[src/rtl/snn_noc_pkg.sv]
// Shared SNN NoC definitions: link geometry, port indices and packet type.
package snn_noc_pkg;

    localparam int PACK_WIDTH = 51;
    localparam int N_PORTS    = 5;

    typedef enum logic [2:0] {
        PORT_UP    = 3'd0,
        PORT_DOWN  = 3'd1,
        PORT_LEFT  = 3'd2,
        PORT_RIGHT = 3'd3,
        PORT_LOCAL = 3'd4
    } port_e;

    typedef logic [PACK_WIDTH-1:0] packet_t;

    // Successor port index, wrapping the last port back to 0.
    function automatic logic [2:0] next_port(input logic [2:0] idx, input int n);
        if (int'(idx) >= n - 1) begin
            return 3'd0;
        end else begin
            return idx + 3'd1;
        end
    endfunction

endpackage

[src/rtl/rr_pick.sv]
// Rotating priority encoder: first asserted request at or after ptr, wrapping modulo N.
module rr_pick #(
    parameter int N  = 5,
    parameter int PW = 3
) (
    input  logic [N-1:0]  req,
    input  logic [PW-1:0] ptr,
    output logic          found,
    output logic [PW-1:0] idx
);

    logic [PW:0] cand_s;

    // Walk the N candidates in rotated order and keep the first requester.
    always_comb begin
        found  = 1'b0;
        idx    = '0;
        cand_s = '0;
        for (int k = 0; k < N; k++) begin
            cand_s = (PW+1)'(ptr) + (PW+1)'(k);
            if (cand_s >= (PW+1)'(N)) begin
                cand_s = cand_s - (PW+1)'(N);
            end else begin
                cand_s = cand_s;
            end
            if (!found && req[cand_s[PW-1:0]]) begin
                found = 1'b1;
                idx   = cand_s[PW-1:0];
            end else begin
                found = found;
            end
        end
    end

endmodule

[src/rtl/noc_output_scheduler.sv]
// 5:1 output-port scheduler: round-robin with bounded bursts feeding one registered link.
module noc_output_scheduler
    import snn_noc_pkg::*;
#(
    parameter int N_PORTS    = snn_noc_pkg::N_PORTS,
    parameter int PACK_WIDTH = snn_noc_pkg::PACK_WIDTH,
    parameter int MAX_BURST  = 4
) (
    input  logic                          clk,
    input  logic                          rst,
    input  logic [N_PORTS-1:0]            in_valid,
    input  logic [N_PORTS*PACK_WIDTH-1:0] in_data,
    output logic [N_PORTS-1:0]            in_ready,
    output logic                          out_valid,
    output logic [PACK_WIDTH-1:0]         out_data,
    output logic [2:0]                    out_src,
    input  logic                          out_ready
);

    localparam int BW = $clog2(MAX_BURST + 1);

    logic [2:0]            ptr_q, ptr_d;
    logic [2:0]            holder_q, holder_d;
    logic                  hold_active_q, hold_active_d;
    logic [BW-1:0]         burst_cnt_q, burst_cnt_d;
    logic                  out_valid_q, out_valid_d;
    logic [PACK_WIDTH-1:0] out_data_q, out_data_d;
    logic [2:0]            out_src_q, out_src_d;

    logic       can_load_s, hold_ok_s, scan_found_s, found_s, accept_s;
    logic [2:0] scan_idx_s, winner_s;

    rr_pick #(.N(N_PORTS), .PW(3)) u_scan (
        .req   (in_valid),
        .ptr   (ptr_q),
        .found (scan_found_s),
        .idx   (scan_idx_s)
    );

    // Winner selection: the burst holder keeps priority until its budget is spent.
    always_comb begin
        can_load_s = !out_valid_q || out_ready;
        hold_ok_s  = hold_active_q && in_valid[holder_q] && (burst_cnt_q < BW'(MAX_BURST));
        found_s    = hold_ok_s || scan_found_s;
        winner_s   = hold_ok_s ? holder_q : scan_idx_s;
        accept_s   = can_load_s && found_s && !rst;
        in_ready   = '0;
        if (accept_s) begin
            in_ready[winner_s] = 1'b1;
        end else begin
            in_ready = '0;
        end
    end

    // Next-state: load on accept, otherwise drain or hold the output register.
    always_comb begin
        ptr_d         = ptr_q;
        holder_d      = holder_q;
        hold_active_d = hold_active_q;
        burst_cnt_d   = burst_cnt_q;
        out_valid_d   = out_valid_q;
        out_data_d    = out_data_q;
        out_src_d     = out_src_q;
        if (accept_s) begin
            out_valid_d   = 1'b1;
            out_data_d    = in_data[int'(winner_s)*PACK_WIDTH +: PACK_WIDTH];
            out_src_d     = winner_s;
            ptr_d         = next_port(winner_s, N_PORTS);
            hold_active_d = 1'b1;
            if (hold_ok_s) begin
                burst_cnt_d = burst_cnt_q + BW'(1);
            end else begin
                holder_d    = winner_s;
                burst_cnt_d = BW'(1);
            end
        end else if (out_ready && out_valid_q) begin
            out_valid_d = 1'b0;
        end else begin
            out_valid_d = out_valid_q;
        end
    end

    // State and output registers with synchronous reset.
    always_ff @(posedge clk) begin
        if (rst) begin
            ptr_q         <= 3'd0;
            holder_q      <= 3'd0;
            hold_active_q <= 1'b0;
            burst_cnt_q   <= '0;
            out_valid_q   <= 1'b0;
            out_data_q    <= '0;
            out_src_q     <= PORT_UP;
        end else begin
            ptr_q         <= ptr_d;
            holder_q      <= holder_d;
            hold_active_q <= hold_active_d;
            burst_cnt_q   <= burst_cnt_d;
            out_valid_q   <= out_valid_d;
            out_data_q    <= out_data_d;
            out_src_q     <= out_src_d;
        end
    end

    assign out_valid = out_valid_q;
    assign out_data  = out_data_q;
    assign out_src   = out_src_q;

endmodule

[config.mk]
export PLATFORM = sky130hd
export DESIGN_NAME = noc_output_scheduler
export DESIGN_NICKNAME = d
export VERILOG_FILES = /design/src/rtl/snn_noc_pkg.sv /design/src/rtl/rr_pick.sv /design/src/rtl/noc_output_scheduler.sv
export SDC_FILE = /design/constraint.sdc
export NUM_CORES = 1
export LEC_CHECK = 0
export ABC_AREA = 0
export CORE_ASPECT_RATIO = 1.25
export CORE_MARGIN = 2
export CORE_UTILIZATION = 32
export DETAILED_ROUTE_END_ITERATION = 8
export GPL_ROUTABILITY_DRIVEN = 0
export HOLD_SLACK_MARGIN = 0.1
export PLACE_DENSITY = 0.71
export SKIP_LAST_GASP = 1
export SYNTH_ARGS = -nofsm -noshare
export SYNTH_HDL_FRONTEND = slang
export SYNTH_SLANG_ARGS = --single-unit
[constraint.sdc]
create_clock -name clk -period 7.4 [get_ports clk]
set_input_delay 2.22 -clock clk [delete_from_list [all_inputs] [get_ports clk]]
set_output_delay 2.22 -clock clk [all_outputs]
set_load 0.05 [all_outputs]
==> results of run 1 <==
## synth_stat cells (2+ instances only)
cell type	instances	share of area
mux2_2	5	0.0096
mux2i_1	57	0.097
and2_1	2	0.0021
or3_1	3	0.0032
or4_1	3	0.0038
buf_2	8	0.0068
nand2_1	17	0.011
o2111ai_1	52	0.077
dfxtp_1	65	0.22
nor2_1	21	0.013
ha_1	9	0.019
buf_6	9	0.017
and4_1	2	0.0030
inv_1	12	0.0076
a31oi_1	4	0.0042
nor4_1	3	0.0032
buf_1	3	0.0019
a21o_1	2	0.0025
clkbuf_1	53	0.034
a21oi_1	16	0.014
o21ai_0	11	0.0093
o211ai_2	50	0.11
nand3_1	8	0.0068
and3_1	54	0.057
nand4_1	5	0.0053
a211oi_1	8	0.010
o211ai_1	4	0.0051
nor3b_1	2	0.0025
a21boi_0	52	0.066
o21a_1	3	0.0038
nor3_1	8	0.0068
a211o_1	2	0.0030
mux4_2	3	0.011
nor2b_1	5	0.0053
xnor2_1	4	0.0059
nand2b_1	6	0.0064
a32oi_1	52	0.077
buf_4	5	0.0064
o31ai_1	2	0.0025
## layout by cell type, fill, tap and decap left out, types with 4 or more instances in the layout
master and instances:
buf_4 44, nor2_1 16, nand2b_1 6, nor2_4 5, mux2i_1 57, a211oi_1 7
a21boi_0 52, o211ai_1 4, and3_1 54, xnor2_1 4, nand3_1 6, clkbuf_16 9
o2111ai_1 52, clkdlybuf4s50_1 313, a32oi_1 52, o21ai_0 11, dfxtp_1 65, a21oi_1 16
nand2_1 17, inv_1 11, ha_1 9, a31oi_1 4, mux2_4 6, o211ai_2 49
nor3_1 7, nor2b_1 5, nand4_1 5, buf_12 5
## sequential cells by signal (all words and copies together), names as in the netlist
register / count
burst_cnt_q: 3
hold_active_q: 1
holder_q: 3
out_data: 51
out_src: 3
out_valid: 1
ptr_q: 3
## cell type report
cell class	instances	area (µm²)	share of cell area
clock inverters	3	40.0	0.00407
flip-flops and latches	65	1300	0.132
well taps	228	285	0.0290
clock buffers	12	256	0.0261
inverters	12	45.0	0.00458
repair buffers	367	3600	0.366
multi-input cells	504	4300	0.437
## worst min path at each step
stage                              start             end  cells after the start  slack [ps]
final                         out_src[1]      out_src[1]                      2         440
after global routing          out_src[2]      out_src[2]                      1         480
after CTS                     out_src[1]      out_src[1]                      2         440
after detailed placement      out_src[1]      out_src[1]                      2         430
after global placement        out_src[1]      out_src[1]                      2         430
after floorplan           burst_cnt_q[1]  burst_cnt_q[1]                      2         440
## worst reg2reg max path: cells and delay by family, from the launching register on
| kind | cells | cell delay [ps] |
|---|---|---|
| mux | 4 | 1730 |
| simple gates | 5 | 1150 |
| buf+inv | 4 | 1000 |
| fa+ha+maj | 1 | 630 |
| flops | 1 | 320 |
| compound gates | 1 | 100 |
## through the flow
stage,std cells,TNS (ps),area (µm²)
finish,1191,0,9830
floorplan,659,0,5930
global placement,1171,-800,9450
detailed placement,1171,-1230,9450
CTS,1188,0,9790
global route,1191,0,9830
## routing by layer
layer / vias to the layer above / track usage
li1: 3277 / -
met1: 3283 / 0.290
met2: 282 / 0.448
met3: 56 / 0.0456
met4: 0 / 0.102
met5: - / 0
## power groups by stage
stage               clock, mW  combinational (mW)  sequential (mW)
CTS                     0.449                4.00            0.583
finish                  0.438                4.04            0.584
global route            0.461                4.32            0.600
detailed placement          0                3.95            0.586
floorplan                   0                2.47            0.951
global placement            0                3.91            0.584
## cells by family after synthesis
kind of cell	after synthesis	share of synthesized area
AO/OA/AOI/OAI	275	0.409
AND/OR/NAND/NOR	149	0.148
buffers and inverters	90	0.0737
multiplexers	66	0.120
flip-flops	65	0.221
adder cells (fa/ha/maj)	10	0.0225
XOR/XNOR	4	0.00594
## timing repair
action / in CTS / in global routing
pin swaps: 7 / 5
gates resized for setup: 13 / 12
setup buffers: 2 / 3
setup endpoints to repair: 5 / 5
==> impl_metrics.csv, run 1 <==
group,metric,value,unit
floorplan,core,18100,µm²
timing,slew_headroom,0.347,
power_and_ir_drop,internal-power,2.36,mW
grt,grt_pass1_wl,38900,µm
worst_setup_path,crit_start,"in_valid[2]",
outcome,status,"completed",
synth,synth_seq_cells,65,
power_and_ir_drop,p_seq_frac,0.115,
timing,max_freq,137,MHz
synth,ys_types,68,
grt,grt_max_degree,103,
synth,yosysSeqAreaShare,0.221,
synth,synth_ff_type,"dfxtp_1",
power_and_ir_drop,pwr_density_cell,515,nW/µm²
worst_setup_path,path_delay_family,"simple AND/OR/NAND/NOR gates",
cells_and_area,final_util,0.543,
power_and_ir_drop,leakage,3.93,nW
power_and_ir_drop,p_sw,2.70,mW
grt,grt_overflow,0,
detailed_routing,vias,6898,
cts,cts_sinks,65,
timing,tightest_slew,980,ps
cells_and_area,fin_nets,1232,
floorplan,die_area,19500,µm²
cells_and_area,diodes,0,
worst_setup_path,ff2ff_setup_slack,2350,ps
timing,finClkSkew,8.20,ps
detailed_routing,highest_layer,"met4",
grt,antenna_found_initial,0,
cts,htreeDepth,3,
cells_and_area,syn2layout_area_growth,66.7,%
timing,fin_ws,112,ps
floorplan,fp.dieH,156,µm
worst_setup_path,reg2reg_depth,15,
placed_design,place_ws,-304,ps
detailed_routing,met2WireLength,13400,µm
synth,netlist_area,5890,µm²
grt,grt_pass1_vias,7045,
floorplan,row_count,55,
cts,cts.path.max_buffers,2,
detailed_routing,drt-wirelength-per-cell,21.1,µm
worst_setup_path,crit_required,5180,ps
worst_setup_path,cp.arrival,5070,ps
timing,final-hold-violation-count,0,
cts,clk_pin_slew_worst_paths,50,ps
worst_setup_path,crit_path_start_kind,"input port",
power_and_ir_drop,ir_worst_vdd,0.342,mV
cells_and_area,num-fill-cells,1673,
worst_setup_path,path_buf_inv,2,
synth,synth_fp_nets,932,
synth,post_synth_inst_count,659,
timing,report.final.slew_viol_count,0,
detailed_routing,first_iter_violations,460,
floorplan,start_util,0.326,
timing,min_period,7290,ps
timing,finalSetupViolCount,0,
worst_hold_path,hold_class,"register to register",
worst_setup_path,slowest_delay,480,ps
worst_setup_path,cp-end-kind,"primary output",
run,drv_cap,0,
detailed_routing,via_per_inst,5.79,
detailed_routing,route.met3.wl,1390,µm
cts,clk_latency,330,ps
synth,async_flop_share,0,
detailed_routing,drc_errors,0,
worst_setup_path,cp_max_fo,4,
detailed_routing,ant_nets,0,
power_and_ir_drop,p_total,5.06,mW
power_and_ir_drop,swShare,0.534,
cts,numCtsBuffers,9,
cts,clockRootBuffer,"clkbuf_16",
worst_setup_path,slowest_stage,"mux4_2",
worst_setup_path,path_cells,"clkdlybuf4s15_1, mux2_4, mux4_2, and2_4, or3b_4, nor4b_4, and3_4, a21o_2, o21a_4, nand3_4, nor2_4, buf_12",
cts,ctsHoldBuffers,0,
power_and_ir_drop,p_clk_frac,0.087,
synth,synth_warnings,0,
timing,post-route-period-util,0.985,
placed_design,numPortBuffers,322,
placed_design,place.detailed.hpwl,18400,µm
worst_setup_path,crit_end,"in_ready[2]",
floorplan,die_w,125,µm
timing,rsz0062_at_grt,"no",
synth,syn_avg_cell_area,8.94,µm²
worst_setup_path,r2r_end,"out_data[16]",
worst_setup_path,cp_num_cells,12,
synth,synth_edf_count,0,
cells_and_area,drive_gt1_frac,0.158,
detailed_routing,finalWirelength,25200,µm
cts,cts_tree,"built",
power_and_ir_drop,comb_power_share,0.798,
timing,holdWs,438,ps
floorplan,top_level_ports,323,
detailed_routing,first_pass_iters,5,
detailed_routing,routedLengthMet1,9550,µm
worst_setup_path,regToRegStartpoint,"ptr_q[0]",
grt,grtUsageTotal,0.249,
worst_setup_path,crit_type,"input port to primary output",
Note: power is estimated with default switching activity, not from simulation.
==> run 2: changes to the inputs <==
Settings changed: CORE_ASPECT_RATIO 1.25 to not set.
==> impl_metrics.csv, run 2 (synthesized netlist as in run 1, its figures left out) <==
group,metric,value,unit
outcome,status,"completed",
timing,min_period,7240,ps
worst_setup_path,path_buf_inv,5,
timing,fin_ws,155,ps
timing,max_freq,138,MHz
timing,rsz0062_at_grt,"no",
detailed_routing,drc_errors,0,
worst_setup_path,cp_max_fo,6,
timing,finalSetupViolCount,0,
power_and_ir_drop,p_total,5.04,mW
detailed_routing,vias,6963,
floorplan,top_level_ports,323,
cells_and_area,layout_commonest_cell,"clkdlybuf4s50_1",
timing,tightest_slew,966,ps
power_and_ir_drop,leakage,3.92,nW
grt,grt_pass1_vias,6678,
placed_design,place_ws,-292,ps
cells_and_area,largest_register_ffs,51,
cells_and_area,num-fill-cells,1708,
run,drv_cap,0,
cts,htreeDepth,3,
cts,ctsHoldBuffers,0,
cts,cts_tree,"built",
worst_setup_path,slowest_stage,"or4_1",
worst_setup_path,path_cells,"clkdlybuf4s50_1, inv_1, or4_1, or3b_4, nor4b_4, buf_4, a211oi_1, o21a_4, buf_6, nand3_4, nor2_4, buf_12",
timing,slew_headroom,0.356,
cells_and_area,multi_input_area,4300,µm²
grt,antenna_found_initial,0,
detailed_routing,via_per_inst,5.85,
detailed_routing,drt-wirelength-per-cell,21.1,µm
timing,final-hold-violation-count,0,
grt,grt_overflow,0,
worst_setup_path,cp-end-kind,"primary output",
cts,numCtsBuffers,9,
cells_and_area,seqCellArea,1300,µm²
worst_setup_path,crit_type,"input port to primary output",
placed_design,numPortBuffers,322,
cells_and_area,final_cell_mix,"clkdlybuf4s50_1, dfxtp_1, mux2i_1",
floorplan,core,18000,µm²
power_and_ir_drop,ir_worst_vdd,0.405,mV
cts,clk_latency,330,ps
cts,cts.path.max_buffers,2,
cells_and_area,syn2layout_area_growth,66.6,%
cts,clockRootBuffer,"clkbuf_16",
grt,grt_pass1_wl,38400,µm
cts,clk_pin_slew_worst_paths,50,ps
timing,report.final.slew_viol_count,0,
placed_design,place.detailed.hpwl,17900,µm
grt,grtUsageTotal,0.246,
worst_setup_path,crit_path_start_kind,"input port",
detailed_routing,first_pass_iters,4,
detailed_routing,ant_nets,0,
cells_and_area,fin_nets,1232,
timing,holdWs,448,ps
detailed_routing,first_iter_violations,435,
floorplan,row_count,49,
worst_setup_path,slowest_delay,560,ps
cts,cts_sinks,65,
worst_setup_path,path_delay_family,"simple AND/OR/NAND/NOR gates",
floorplan,die_area,19500,µm²
timing,finClkSkew,12.1,ps
floorplan,fp.dieH,140,µm
grt,grt_max_degree,103,
worst_setup_path,cp.arrival,5020,ps
worst_setup_path,crit_required,5180,ps
timing,post-route-period-util,0.979,
power_and_ir_drop,pwr_density_cell,513,nW/µm²
detailed_routing,finalWirelength,25200,µm
floorplan,die_w,140,µm
floorplan,start_util,0.327,
cells_and_area,drive_gt1_frac,0.158,
worst_hold_path,hold_class,"register to register",
cells_and_area,diodes,0,
[run 2: cell count changes in the layout (fill, tap and decap cells not counted), sizes merged]
cell,delta
bufinv,-1
clkdlybuf4s15,-1
clkinvlp,+1
[run 2: per-layer routing]
metal | up-vias | part of all wire | track usage
li1 | 3278 | - | -
met1 | 3354 | 0.42 | 0.316
met2 | 300 | 0.49 | 0.418
met3 | 31 | 0.070 | 0.0499
met4 | 0 | 0.021 | 0.0700
met5 | - | 0 | 0
[run 2: report_power, final]
group          internal, mW  leakage [nW]  switching, mW
Combinational          1.60          3.25           2.45
Sequential            0.501         0.539         0.0828
Clock                 0.240         0.133          0.160
[run 2: path summary, 6_finish.rpt]
path | startpoint | to | slack [ps] | cells after the start
setup / recovery | in_valid[4] | in_ready[0] | 160 | 12
hold / removal | out_src[2] | out_src[2] | 450 | 1
setup reg to reg | ptr_q[0] | out_data[15] | 1860 | 18
hold reg to reg | out_src[2] | out_src[2] | 450 | 1
[run 2: metrics by stage]
| step | area [µm²] | instances | setup TNS, ps | util |
|---|---|---|---|---|
| global placement | 9460 | 1172 | -1060 | 0.525 |
| finish | 9820 | 1191 | 0 | 0.545 |
| CTS | 9760 | 1188 | 0 | 0.542 |
| detailed placement | 9460 | 1172 | -1120 | 0.525 |
| global route | 9820 | 1191 | 0 | 0.545 |
| floorplan | 5930 | 659 | 0 | - |
[run 2: repair_timing]
action	in CTS	in global routing
setup buffers	3	3
setup endpoints to repair	5	5
gates resized for setup	10	17
pin swaps	5	6
[run 2: layout make-up]
type                            count  area share
Multi-Input combinational cell    504       0.438
Timing Repair Buffer              367       0.368
Sequential cell                    65       0.133
Tap cell                          229      0.0292
Clock buffer                       11      0.0257
Inverter                           12     0.00459
Clock inverter                      3     0.00178
==> run 3: changes to the inputs <==
Settings changed: CELL_PAD_IN_SITES_DETAIL_PLACEMENT set to 1, CELL_PAD_IN_SITES_GLOBAL_PLACEMENT set to 2, CORE_UTILIZATION 32 to 20, PLACE_DENSITY 0.71 to not set, PLACE_DENSITY_LB_ADDON set to 0.1.
==> impl_metrics.csv, run 3 (synthesized netlist as in run 1, its figures left out) <==
group,metric,value,unit
grt,gr-max-usage-layer,"met2",
detailed_routing,via_per_inst,5.06,
run,drv_cap,0,
cts,ctsHoldBuffers,0,
outcome,status,"completed",
floorplan,top_level_ports,323,
cts,clk_pin_slew_worst_paths,60,ps
detailed_routing,ant_nets,0,
timing,post-route-period-util,0.985,
detailed_routing,finalWirelength,29900,µm
power_and_ir_drop,internal-power,2.40,mW
grt,grt_max_degree,103,
grt,grt_overflow,0,
power_and_ir_drop,swShare,0.541,
cells_and_area,layout_commonest_cell,"clkdlybuf4s50_1",
timing,finClkSkew,14.1,ps
grt,antenna_found_initial,4,
cells_and_area,num-fill-cells,3283,
floorplan,row_count,62,
power_and_ir_drop,leakage,3.96,nW
placed_design,numPortBuffers,322,
floorplan,die_w,176,µm
power_and_ir_drop,ir_worst_vdd,0.376,mV
timing,slew_headroom,0.348,
worst_setup_path,slowest_delay,510,ps
cts,clk_latency,350,ps
worst_setup_path,path_cells,"buf_6, mux2_4, mux4_2, and2_4, or3b_4, nor4b_4, buf_4, nand4_1, mux2_4, o31ai_4, inv_2, nor2_4, buf_12",
floorplan,die_area,30900,µm²
timing,rsz0062_at_grt,"yes",
worst_setup_path,crit_path_frequent_cell,"mux2_4",
worst_hold_path,holdPathEnd,"out_src[1]",
floorplan,fp.dieH,176,µm
cells_and_area,syn2layout_area_growth,71.4,%
worst_setup_path,r2r_end,"out_data[14]",
detailed_routing,first_iter_violations,270,
grt,grt_pass1_wl,45300,µm
worst_hold_path,hold_depth,2,
cts,cts_tree,"built",
worst_setup_path,cp.arrival,5070,ps
timing,finalSetupViolCount,0,
power_and_ir_drop,p_sw,2.82,mW
worst_setup_path,regToRegStartpoint,"ptr_q[2]",
worst_setup_path,crit_type,"input port to primary output",
timing,final-hold-violation-count,0,
timing,min_period,7290,ps
timing,report.final.slew_viol_count,0,
placed_design,place.detailed.hpwl,21800,µm
cts,clockRootBuffer,"clkbuf_16",
timing,fin_ws,112,ps
floorplan,core,28900,µm²
cts,numCtsBuffers,9,
grt,grt_pass1_vias,7618,
worst_setup_path,slowest_stage,"mux4_2",
timing,max_freq,137,MHz
grt,use_met2,0.337,
power_and_ir_drop,p_total,5.22,mW
placed_design,place_ws,-364,ps
power_and_ir_drop,comb_power_share,0.795,
worst_setup_path,reg2reg_depth,14,
power_and_ir_drop,pwr_density_cell,517,nW/µm²
timing,holdWs,449,ps
detailed_routing,drc_errors,0,
cells_and_area,drive_gt1_frac,0.164,
cts,cts.path.max_buffers,2,
worst_setup_path,cp-end-kind,"primary output",
cts,htreeDepth,3,
worst_setup_path,crit_required,5180,ps
worst_setup_path,cp_max_fo,4,
power_and_ir_drop,p_seq_frac,0.112,
timing,tightest_slew,978,ps
floorplan,start_util,0.204,
detailed_routing,drt-wirelength-per-cell,22.0,µm
detailed_routing,vias,6864,
worst_hold_path,min-delay-start,"out_src[1]",
grt,met1_usage,0.223,
worst_hold_path,hold_class,"register to register",
detailed_routing,first_pass_iters,4,
worst_setup_path,ff2ff_setup_slack,2270,ps
grt,met3_usage,0.0446,
power_and_ir_drop,p_clk_frac,0.093,
grt,grtUsageTotal,0.189,
cells_and_area,fin_nets,1237,
cells_and_area,final_util,0.350,
cells_and_area,final_cell_mix,"clkdlybuf4s50_1, dfxtp_1, mux2i_1",
cts,cts_sinks,65,
worst_setup_path,crit_path_start_kind,"input port",
cells_and_area,largest_register_ffs,51,
## run 3: changes by cell type in the layout (fill, tap and decap cells not counted), moves of 2 or more
cell,before,now
buf_4,41,48
clkbuf_2,4,0
buf_6,3,6
diode_2,0,3
bufinv_16,0,2
clkbuf_8,2,0
## run 3: power by group through the flow
stage / logic, mW / registers [mW] / clock network, mW
2_1_floorplan: 2.47 / 0.951 / 0
3_3_place_gp: 4.04 / 0.586 / 0
3_5_place_dp: 4.14 / 0.590 / 0
4_1_cts: 4.19 / 0.586 / 0.506
5_1_grt: 4.47 / 0.601 / 0.515
6_report: 4.15 / 0.586 / 0.485
## run 3: worst max path at each step
stage / from / to / slack, ps / cells past startpoint
global placement: in_valid[1] / in_ready[1] / -260 / 12
CTS: in_valid[3] / in_ready[0] / 60 / 13
global route: in_valid[3] / in_ready[1] / -20 / 13
finish: in_valid[3] / in_ready[1] / 110 / 13
detailed placement: in_valid[0] / in_ready[1] / -360 / 12
floorplan: in_valid[1] / in_ready[0] / 9 / 13
## run 3: metal layers
metal / up-vias / wire length (µm)
li1: 3291 / -
met3: 30 / 1760
met2: 211 / 15200
met4: 2 / 562
met1: 3330 / 12300
met5: - / 13
## run 3: repair_timing
| action | in CTS | in global routing |
|---|---|---|
| hold endpoints to repair | 0 | 0 |
| gates resized for setup | 25 | 8 |
| buffers inserted | 3 | 4 |
| pin swaps | 5 | 6 |
| endpoints found under the setup margin | 5 | 4 |
## run 3: stage by stage
step                      setup TNS (ps)  cells  cell area, µm²
after detailed placement           -1570   1330            9670
after floorplan                        0    659            5930
after CTS                              0   1349           10000
final                                  0   1356           10100
after global placement             -1110   1330            9670
after global routing               -21.1   1356           10100
## run 3: worst max-delay path, delay by kind of cell
kind,cells,cell delay [ps]
AOI/OAI and AO/OA,1,90
muxes,3,1070
buffers and inverters,4,530
and+or+nand+nor,5,1150
## run 3: final cells by class
cell class                 count  area (µm²)  area share
multi-input combinational    504        4280       0.424
clock inverter                 7        93.8     0.00929
inverter                      12        45.0     0.00446
antenna                        3        7.51    0.000743
tap                          384         480      0.0476
sequential                    65        1300       0.129
timing repair buffer         372        3660       0.363
clock buffer                   9         225      0.0223
